--- src/rtl/perf_counter_reader.sv ---
// -----------------------------------------------------------------------------
// perf_counter_reader
//
// CSR-side read/control agent for the 64-bit cycle and instret performance
// counters. Serves 32-bit CSR requests over a four-phase req/ack handshake,
// returns either half of each counter, and drives the counters' keep
// (inhibit) and clear controls.
//
// Optional feature macro: COUNTER_SNAPSHOT_EN
//   When defined, a lo-half read latches the matching hi half into a shadow
//   register so that a following hi-half read returns a consistent value.
//   When undefined, hi-half reads always return the live value.
//
// Ports:
//   clk            rising-edge clock
//   rst            asynchronous, active-low reset
//   cycle_count    live 64-bit cycle counter value
//   instret_count  live 64-bit instret counter value
//   csr_req        request, held with we/addr/wdata until csr_ack is seen
//   csr_we         1 = write, 0 = read
//   csr_addr       CSR address (ADDR_W bits)
//   csr_wdata      write data
//   csr_ack        one-cycle response strobe
//   csr_err        illegal access, valid with csr_ack
//   csr_rdata      read data, valid with csr_ack (0 on writes and errors)
//   cycle_keep     inhibit control to the cycle counter
//   instret_keep   inhibit control to the instret counter
//   cycle_clear    one-cycle clear pulse to the cycle counter
//   instret_clear  one-cycle clear pulse to the instret counter
// -----------------------------------------------------------------------------
module perf_counter_reader #(
   parameter int ADDR_W = 12
) (
   input  logic              clk,
   input  logic              rst,
   input  logic [63:0]       cycle_count,
   input  logic [63:0]       instret_count,
   input  logic              csr_req,
   input  logic              csr_we,
   input  logic [ADDR_W-1:0] csr_addr,
   input  logic [31:0]       csr_wdata,
   output logic              csr_ack,
   output logic              csr_err,
   output logic [31:0]       csr_rdata,
   output logic              cycle_keep,
   output logic              instret_keep,
   output logic              cycle_clear,
   output logic              instret_clear
);

   localparam logic [ADDR_W-1:0] A_CYC_LO  = ADDR_W'(12'hC00);
   localparam logic [ADDR_W-1:0] A_CYC_HI  = ADDR_W'(12'hC80);
   localparam logic [ADDR_W-1:0] A_INS_LO  = ADDR_W'(12'hC02);
   localparam logic [ADDR_W-1:0] A_INS_HI  = ADDR_W'(12'hC82);
   localparam logic [ADDR_W-1:0] A_INHIBIT = ADDR_W'(12'h320);
   localparam logic [ADDR_W-1:0] A_CYC_CLR = ADDR_W'(12'hB00);
   localparam logic [ADDR_W-1:0] A_INS_CLR = ADDR_W'(12'hB02);

   localparam logic [1:0] ST_IDLE  = 2'd0;
   localparam logic [1:0] ST_RESP  = 2'd1;
   localparam logic [1:0] ST_DRAIN = 2'd2;

   logic [1:0]  state, state_next;
   logic        accept;

   logic        dec_err;
   logic [31:0] dec_rdata;
   logic        dec_wr_inhibit;
   logic        dec_clr_cyc;
   logic        dec_clr_ins;

   // Only bits 0 and 2 of the write data carry meaning (inhibit bits).
   logic        unused_wdata;
   assign unused_wdata = ^{csr_wdata[31:3], csr_wdata[1]};

`ifdef COUNTER_SNAPSHOT_EN
   logic        cyc_snap_valid, ins_snap_valid;
   logic [31:0] cyc_shadow, ins_shadow;
   logic        dec_cyc_load, dec_cyc_use;
   logic        dec_ins_load, dec_ins_use;
`endif

   // A request is taken only from IDLE; everything the access does happens
   // at this single edge, including counter sampling.
   assign accept = (state == ST_IDLE) && csr_req;

   always_comb begin
      state_next = state;
      case (state)
         ST_IDLE:  if (csr_req)  state_next = ST_RESP;
         ST_RESP:  state_next = csr_req ? ST_DRAIN : ST_IDLE;
         ST_DRAIN: if (!csr_req) state_next = ST_IDLE;
         default:  state_next = ST_IDLE;
      endcase
   end

   // Address decode. Writes to read-only counters and unmapped addresses
   // report an error and leave every control untouched.
   always_comb begin
      // NOTE: every output of this block gets a default first so no path
      // through the case can leave a value held, which would infer a latch.
      dec_err        = 1'b0;
      dec_rdata      = '0;
      dec_wr_inhibit = 1'b0;
      dec_clr_cyc    = 1'b0;
      dec_clr_ins    = 1'b0;
`ifdef COUNTER_SNAPSHOT_EN
      dec_cyc_load   = 1'b0;
      dec_cyc_use    = 1'b0;
      dec_ins_load   = 1'b0;
      dec_ins_use    = 1'b0;
`endif
      case (csr_addr)
         A_CYC_LO: begin
            if (csr_we) dec_err = 1'b1;
            else begin
               dec_rdata = cycle_count[31:0];
`ifdef COUNTER_SNAPSHOT_EN
               dec_cyc_load = 1'b1;
`endif
            end
         end
         A_CYC_HI: begin
            if (csr_we) dec_err = 1'b1;
`ifdef COUNTER_SNAPSHOT_EN
            else if (cyc_snap_valid) begin
               dec_rdata   = cyc_shadow;
               dec_cyc_use = 1'b1;
            end
`endif
            else dec_rdata = cycle_count[63:32];
         end
         A_INS_LO: begin
            if (csr_we) dec_err = 1'b1;
            else begin
               dec_rdata = instret_count[31:0];
`ifdef COUNTER_SNAPSHOT_EN
               dec_ins_load = 1'b1;
`endif
            end
         end
         A_INS_HI: begin
            if (csr_we) dec_err = 1'b1;
`ifdef COUNTER_SNAPSHOT_EN
            else if (ins_snap_valid) begin
               dec_rdata   = ins_shadow;
               dec_ins_use = 1'b1;
            end
`endif
            else dec_rdata = instret_count[63:32];
         end
         A_INHIBIT: begin
            if (csr_we) dec_wr_inhibit = 1'b1;
            else        dec_rdata = {29'd0, instret_keep, 1'b0, cycle_keep};
         end
         A_CYC_CLR: dec_clr_cyc = csr_we;
         A_INS_CLR: dec_clr_ins = csr_we;
         default:   dec_err = 1'b1;
      endcase
   end

   // Response outputs are zero outside the ack cycle; an async reset drops
   // an in-flight ack or clear pulse immediately.
   always_ff @(posedge clk or negedge rst) begin
      if (!rst) begin
         state         <= ST_IDLE;
         csr_ack       <= 1'b0;
         csr_err       <= 1'b0;
         csr_rdata     <= '0;
         cycle_keep    <= 1'b0;
         instret_keep  <= 1'b0;
         cycle_clear   <= 1'b0;
         instret_clear <= 1'b0;
      end else begin
         // NOTE: state registers use non-blocking assignment so all flops
         // update together from pre-edge values, regardless of statement order.
         state         <= state_next;
         csr_ack       <= accept;
         csr_err       <= accept && dec_err;
         csr_rdata     <= accept ? dec_rdata : '0;
         cycle_clear   <= accept && dec_clr_cyc;
         instret_clear <= accept && dec_clr_ins;
         if (accept && dec_wr_inhibit) begin
            cycle_keep   <= csr_wdata[0];
            instret_keep <= csr_wdata[2];
         end
      end
   end

`ifdef COUNTER_SNAPSHOT_EN
   always_ff @(posedge clk or negedge rst) begin
      if (!rst) begin
         cyc_snap_valid <= 1'b0;
         ins_snap_valid <= 1'b0;
         // NOTE: only the valid flags matter functionally; the shadow data is
         // reset too so it never carries X into a read path.
         cyc_shadow     <= '0;
         ins_shadow     <= '0;
      end else if (accept) begin
         if (dec_cyc_load) begin
            cyc_shadow     <= cycle_count[63:32];
            cyc_snap_valid <= 1'b1;
         end else if (dec_cyc_use || dec_clr_cyc) begin
            cyc_snap_valid <= 1'b0;
         end
         if (dec_ins_load) begin
            ins_shadow     <= instret_count[63:32];
            ins_snap_valid <= 1'b1;
         end else if (dec_ins_use || dec_clr_ins) begin
            ins_snap_valid <= 1'b0;
         end
      end
   end
`endif

endmodule
--- config.mk ---
export PLATFORM = sky130hd
export DESIGN_NAME = perf_counter_reader
export DESIGN_NICKNAME = d
export VERILOG_FILES = /design/src/rtl/perf_counter_reader.sv
export SDC_FILE = /design/constraint.sdc
export NUM_CORES = 1
export LEC_CHECK = 0
export BUFFER_PORTS_ARGS = -buffer_cell sky130_fd_sc_hd__buf_2
export CAP_MARGIN = 20
export CORE_AREA = 2 2 82 84
export CTS_CLUSTER_DIAMETER = 50
export DETAILED_ROUTE_END_ITERATION = 8
export DIE_AREA = 0 0 84 86
export PLACE_DENSITY = 0.87
export SLEW_MARGIN = 20
export SYNTH_ARGS = -nofsm -noshare
export SYNTH_HDL_FRONTEND = slang
export SYNTH_SLANG_ARGS = --single-unit
--- constraint.sdc ---
create_clock -name clk -period 2.31 [get_ports clk]
set_input_delay 0.462 -clock clk [delete_from_list [all_inputs] [get_ports clk]]
set_output_delay 0.462 -clock clk [all_outputs]
set_load 0.02 [all_outputs]
Yosys cells after proc, flatten, opt, wreduce, memory -nomap -nowiden
Cells that the tools add are included.
W data, S select, Z words.
{ "word_totals": {"input_bits": 176, "output_inout_bits": 38, "regBits": 40, "elab_cells": 44} }
{ "op_classes": {"reduce_logical": 9, "eq_ne": 11, "mux": 16} }
{ "op_table": {"columns": ["operator", "n"], "rows": [
  ["$mux W32", 5],
  ["$pmux W32 S5", 1],
  ["$eq A12 B12 Y1 const B", 6],
  ["$eq A12 B10 Y1 const B", 1],
  ["$mux W2", 3],
  ["$pmux W2 S3", 1],
  ["$logic_and A1 B1 Y1", 5],
  ["$mux W1", 4],
  ["$ne A2 B2 Y1 const B", 2],
  ["$reduce_or A4 Y1", 1],
  ["$mux W3", 1],
  ["$reduce_or A3 Y1", 1],
  ["$eq A2 B1 Y1 const B", 1],
  ["$eq A2 B2 Y1 const B", 1],
  ["$logic_not A2 Y1", 1],
  ["$pmux W1 S2", 1],
  ["$reduce_and A2 Y1", 1]
]} }

Logic depth before layout (Yosys ltp)
{ "depth": {"ltp_word": 4, "ltp_mapped": 6, "mapped_depth_nobuf": 4} }

Least setup slack after synthesis
Ideal clock, no wire load.
{ "synth_path": {"path_kind": "input -> register", "from": "in csr_addr[0]", "to": "reg cycle_keep", "t_required_ns": 2.182, "setup_time_ns": 0.128, "path_stages": 5, "t_arrival_ns": 1.687, "slack_ns": 0.495, "path_buffers": 1, "cell_sequence": "or3_4 -> buf_6 -> nor3_4 -> nand4_2 -> mux2_1"} }
{ "synth_via": {"elab_chain_cells": 3} }
{ "synth_lines": {"columns": ["item", "line_no", "source"], "rows": [
  ["start: declaration", "40", "input logic [ADDR_W-1:0] csr_addr,"],
  ["$eq A12 B10 Y1", "113", "case (csr_addr)"],
  ["$mux W1", "113", null],
  ["$logic_and A1 B1 Y1", "183", "if (accept && dec_wr_inhibit) begin"],
  ["end signal: assignment", "184", "cycle_keep <= csr_wdata[0];"],
  ["end: declaration", "45", "output logic cycle_keep,"]
]} }
Every way passes these cells.
A chain may end at the register's enable or synchronous reset.

Worst setup path after layout
{ "layout_path": {"from": "reg state[0]", "to": "reg csr_rdata[20]"} }
{ "layout_via": {"elab_chain_cells": 3} }
{ "layout_lines": {"columns": ["item", "line_no", "source"], "rows": [
  ["start: declaration", "63", "logic [1:0] state, state_next;"],
  ["start signal: assignment", "177", "state <= state_next;"],
  ["$logic_not A2 Y1", "85", "assign accept = (state == ST_IDLE) && csr_req;"],
  ["$logic_and A1 B1 Y1", "85", null],
  ["net accept", "64", "logic accept;"],
  ["$mux W32", "180", "csr_rdata <= accept ? dec_rdata : '0;"],
  ["end signal: assignment", "180", null],
  ["end: declaration", "44", "output logic [31:0] csr_rdata,"]
]} }
The timed path passes the listed nets, and every way through them passes these cells.

==> impl_results.md <==
- Synth cell types: 35
- Area growth from synthesis to layout: 46.7%
- HPWL after detailed placement: roughly 5700 microns
- Lkg Pwr: about 1.9 nW
- Wire length per cell: between 15 and 20 microns
- Library cell occupying the most area in the post-synthesis netlist: sky130_fd_sc_hd__dfrtp_1
- Clk Latency, worst-skew pair: just under 300 ps
- Fill cells: ~540
- Data required time at the worst endpoint: 2530 ps
- Endpoints failing setup: 0
- Achievable frequency: ~540 MHz
- Kind of path behind the tightest hold check: in2async
- Flop and latch count out of synthesis: 40
- Worst rel slew slack: about two fifths
- Number of nets with antenna violations after detailed routing: 0
- Vertical die dimension: about 86 microns
- Share of the clock period used by the worst path after layout: about four fifths
- CTS max path bufs: 2
- Starting utilization of the core area: 37.2%
- Floorplan row count: 29
- DR pass1 iterations: 4
- Area of the core region: roughly 6300 sq um
- Transition time of the tightest slew-check pin: approximately 890 ps
- Element type at the critical path start: flop
- Gr ovfl total: 0
- Num CTS Buffers: 5
- Top Ports: 214
- Number of warnings printed during yosys synthesis: 0
- Peak VDD IR: around 0.00028 V
- Net Sw Frac: roughly 26%
- Max Fanout on Critical Path: 16
- Routability Congestion: around 0.76
- Internal: 0.00112 W
- Count of input and output buffers: 183
- Worst-case hold slack: 294 ps
- Syn Nets: roughly 350
- Via count of the routed design: around 2.2k
- Syn Inst Count: around 180
- Gr usage total: 19.6%
- Via density per instance: slightly above 5
- TritonCTS clock tree: done
- Detailed Route WL: about 7000 microns
- Outcome: complete, no violations
- Critical path cell sequence: nor3b_4, and2_1, o211ai_1, nor2_1
- Hold violation total from the final report: 0
- Longest individual stage delay on the worst path: 480 ps
- Sum of negative setup slack: 0 ps
- Max-slew violations: 0
- Flop-to-flop setup slack: 470 ps
- Quantity of gates resized following cts: 0
- Clock-pin transition on the worst setup and hold timing paths: 80 ps
- Total of hold buffers inserted after clock tree synthesis: 0
- Layout cell share with drive strength beyond 1: 68.5%
- Count of maximum capacitance violations: 0
- NumNets Final: ~530
- Worst path slowest cell: sky130_fd_sc_hd__and2_1
- Post-CTS setup buffers: 0
- Antenna violations before repair: 0
- Drt drc: 0
- Number of diodes: 0
- Maximum clock skew at final layout: approximately 7 ps
- Pwr/cell area: 439 nW/um^2
- Data arrival time of the worst path: roughly 2100 ps
- Combinational fraction of design power: a little under a quarter
- Sequential share of power: 47.9%
- Setup crit end kind: flop
- Violation count after the first detailed-route iteration: 89
- Synth top area share: between 40% and 50%
- Wire length of the first global-routing pass: between 10000 and 15000 microns
- Syn_area_per_cell: roughly 13 sq um
- Netlist area before placement: ~2300 sq um
- Number of global-route vias before repair: about 2.3k
- Fraction of power consumed by the clock network: between 20 and 30%
- Root cell of the clock tree: sky130_fd_sc_hd__clkbuf_8
- Deepest level of the CTS H-tree: 2
- Largest net degree at the start of global routing: 44
- DIE WIDTH: between 80 and 90 microns
- Die area: between 7000 and 8000 sq um
- Net switching power of the design: about 0.00039 W
- RSZ-0062 raised after global routing: no
- Register area share after synthesis: roughly 43%
- FF-to-FF path depth: 4
- Final critical path time including I/O delays and setup: approximately 1800 ps
- Category of the critical setup timing path: reg2reg
- Total clock sinks: 40
- Largest cells by area after synthesis: sky130_fd_sc_hd__dfrtp_1 43%, sky130_fd_sc_hd__mux4_2 22%, sky130_fd_sc_hd__mux2_2 8.7%
[sequential cells by signal, indices dropped and copies added (netlist names)]
register,flops
csr_ack,1
cycle_clear,1
instret_keep,1
csr_err,1
instret_clear,1
cycle_keep,1
state,2
csr_rdata,32
[worst max-delay path: cells and delay by family, from the launching register on]
family | cells | cell delay, ps
flip-flops | 1 | 430
AO/OA/AOI/OAI | 1 | 360
AND/OR/NAND/NOR | 3 | 980
[power by group through the flow]
stage | Sequential [W] | Clock [W] | Combinational, W
2_1_floorplan | 0.000744 | 0 | 0.000165
3_3_place_gp | 0.000736 | 0 | 0.000337
3_5_place_dp | 0.000736 | 0 | 0.000348
4_1_cts | 0.000723 | 0.000452 | 0.000350
5_1_grt | 0.000725 | 0.000482 | 0.000378
6_report | 0.000723 | 0.000439 | 0.000345
[per-stage QoR]
stage / total power [W] / worst slack [ps] / cells / utilization, % / area [sq um]
2_1_floorplan: 0.000909 / 495 / 175 / - / 2340
3_3_place_gp: 0.00107 / 375 / 426 / 53.3 / 3350
3_5_place_dp: 0.00108 / 289 / 426 / 53.3 / 3350
4_1_cts: 0.00152 / 440 / 433 / 54.6 / 3430
5_1_grt: 0.00158 / 159 / 433 / 54.6 / 3430
6_report: 0.00151 / 471 / 433 / 54.6 / 3430
[cells in the mapped netlist]
master / count
sky130_fd_sc_hd__buf_2: 3
sky130_fd_sc_hd__a221oi_1: 1
sky130_fd_sc_hd__mux2_1: 2
sky130_fd_sc_hd__nor3b_1: 1
sky130_fd_sc_hd__buf_1: 2
sky130_fd_sc_hd__nor3b_4: 1
sky130_fd_sc_hd__dfrtp_1: 40
sky130_fd_sc_hd__mux4_2: 23
sky130_fd_sc_hd__nor4_2: 1
sky130_fd_sc_hd__nor3_4: 1
sky130_fd_sc_hd__nand2b_1: 2
sky130_fd_sc_hd__nand2_1: 6
sky130_fd_sc_hd__xor2_1: 1
sky130_fd_sc_hd__o211ai_1: 1
sky130_fd_sc_hd__mux2_2: 18
sky130_fd_sc_hd__inv_1: 3
sky130_fd_sc_hd__and2_1: 2
sky130_fd_sc_hd__nor3_1: 1
sky130_fd_sc_hd__or3b_2: 1
sky130_fd_sc_hd__or2_1: 1
sky130_fd_sc_hd__and3_1: 23
sky130_fd_sc_hd__buf_6: 1
sky130_fd_sc_hd__nand4_1: 3
sky130_fd_sc_hd__nor2b_1: 1
sky130_fd_sc_hd__or3_4: 1
sky130_fd_sc_hd__clkbuf_1: 8
sky130_fd_sc_hd__nor4_1: 1
sky130_fd_sc_hd__nand4bb_1: 1
sky130_fd_sc_hd__a32oi_1: 7
sky130_fd_sc_hd__nand4_2: 1
sky130_fd_sc_hd__buf_4: 1
sky130_fd_sc_hd__nor4_4: 1
sky130_fd_sc_hd__nand3b_1: 1
sky130_fd_sc_hd__nor2_1: 12
sky130_fd_sc_hd__o221ai_1: 2
[cells by family (layout without fill, tap and decap cells)]
group / after synthesis / count (layout) / synth area share, %
AO/OA/AOI/OAI: 11 / 11 / 4.07
XOR/XNOR: 1 / 1 / 0.375
buffers and inverters: 18 / 199 / 3.53
flip-flops: 40 / 40 / 42.8
multiplexers: 43 / 43 / 31.8
AND/OR/NAND/NOR: 62 / 62 / 17.4
[area by class of cell]
class                      instances  area [sq um]  area share (%)
clock buffer                       5          68.8            2.01
inverter                           3          11.3           0.328
multi-input combinational        117          1250            36.6
sequential                        40          1000            29.2
tap                               77          96.3            2.81
clock inverter                     2          12.5           0.365
timing repair buffer             189           986            28.7
[placed cells by master, fill, tap and decap left out, types with 2 or more instances in the layout]
| cell | n |
|---|---|
| sky130_fd_sc_hd__buf_4 | 4 |
| sky130_fd_sc_hd__nand2_1 | 6 |
| sky130_fd_sc_hd__nand2b_1 | 2 |
| sky130_fd_sc_hd__dfrtp_1 | 40 |
| sky130_fd_sc_hd__o221ai_1 | 2 |
| sky130_fd_sc_hd__buf_12 | 2 |
| sky130_fd_sc_hd__nor2_1 | 12 |
| sky130_fd_sc_hd__mux2_1 | 2 |
| sky130_fd_sc_hd__inv_1 | 3 |
| sky130_fd_sc_hd__nand4_1 | 3 |
| sky130_fd_sc_hd__and3_1 | 23 |
| sky130_fd_sc_hd__clkbuf_8 | 5 |
| sky130_fd_sc_hd__and2_1 | 2 |
| sky130_fd_sc_hd__mux4_2 | 23 |
| sky130_fd_sc_hd__buf_2 | 183 |
| sky130_fd_sc_hd__a32oi_1 | 7 |
| sky130_fd_sc_hd__mux2_2 | 18 |
[metal layers]
layer / GRT usage [%] / vias to the layer above / wire [microns]
met3: 5.87 / 13 / 670
met4: 5.87 / 0 / 129
met1: 21.2 / 1061 / 2550
li1: - / 1036 / -
met2: 37.1 / 136 / 3750
met5: 0 / - / 0
[path summary, 6_finish.rpt]
kind	from	to
max	state[0]	csr_rdata[20]
min	rst	instret_clear
max reg2reg	state[0]	csr_rdata[20]
min reg2reg	state[0]	state[0]
max in group asynchronous	rst	csr_rdata[1]
min in group clk	csr_wdata[0]	cycle_keep
(Power assumes the default switching activity.)
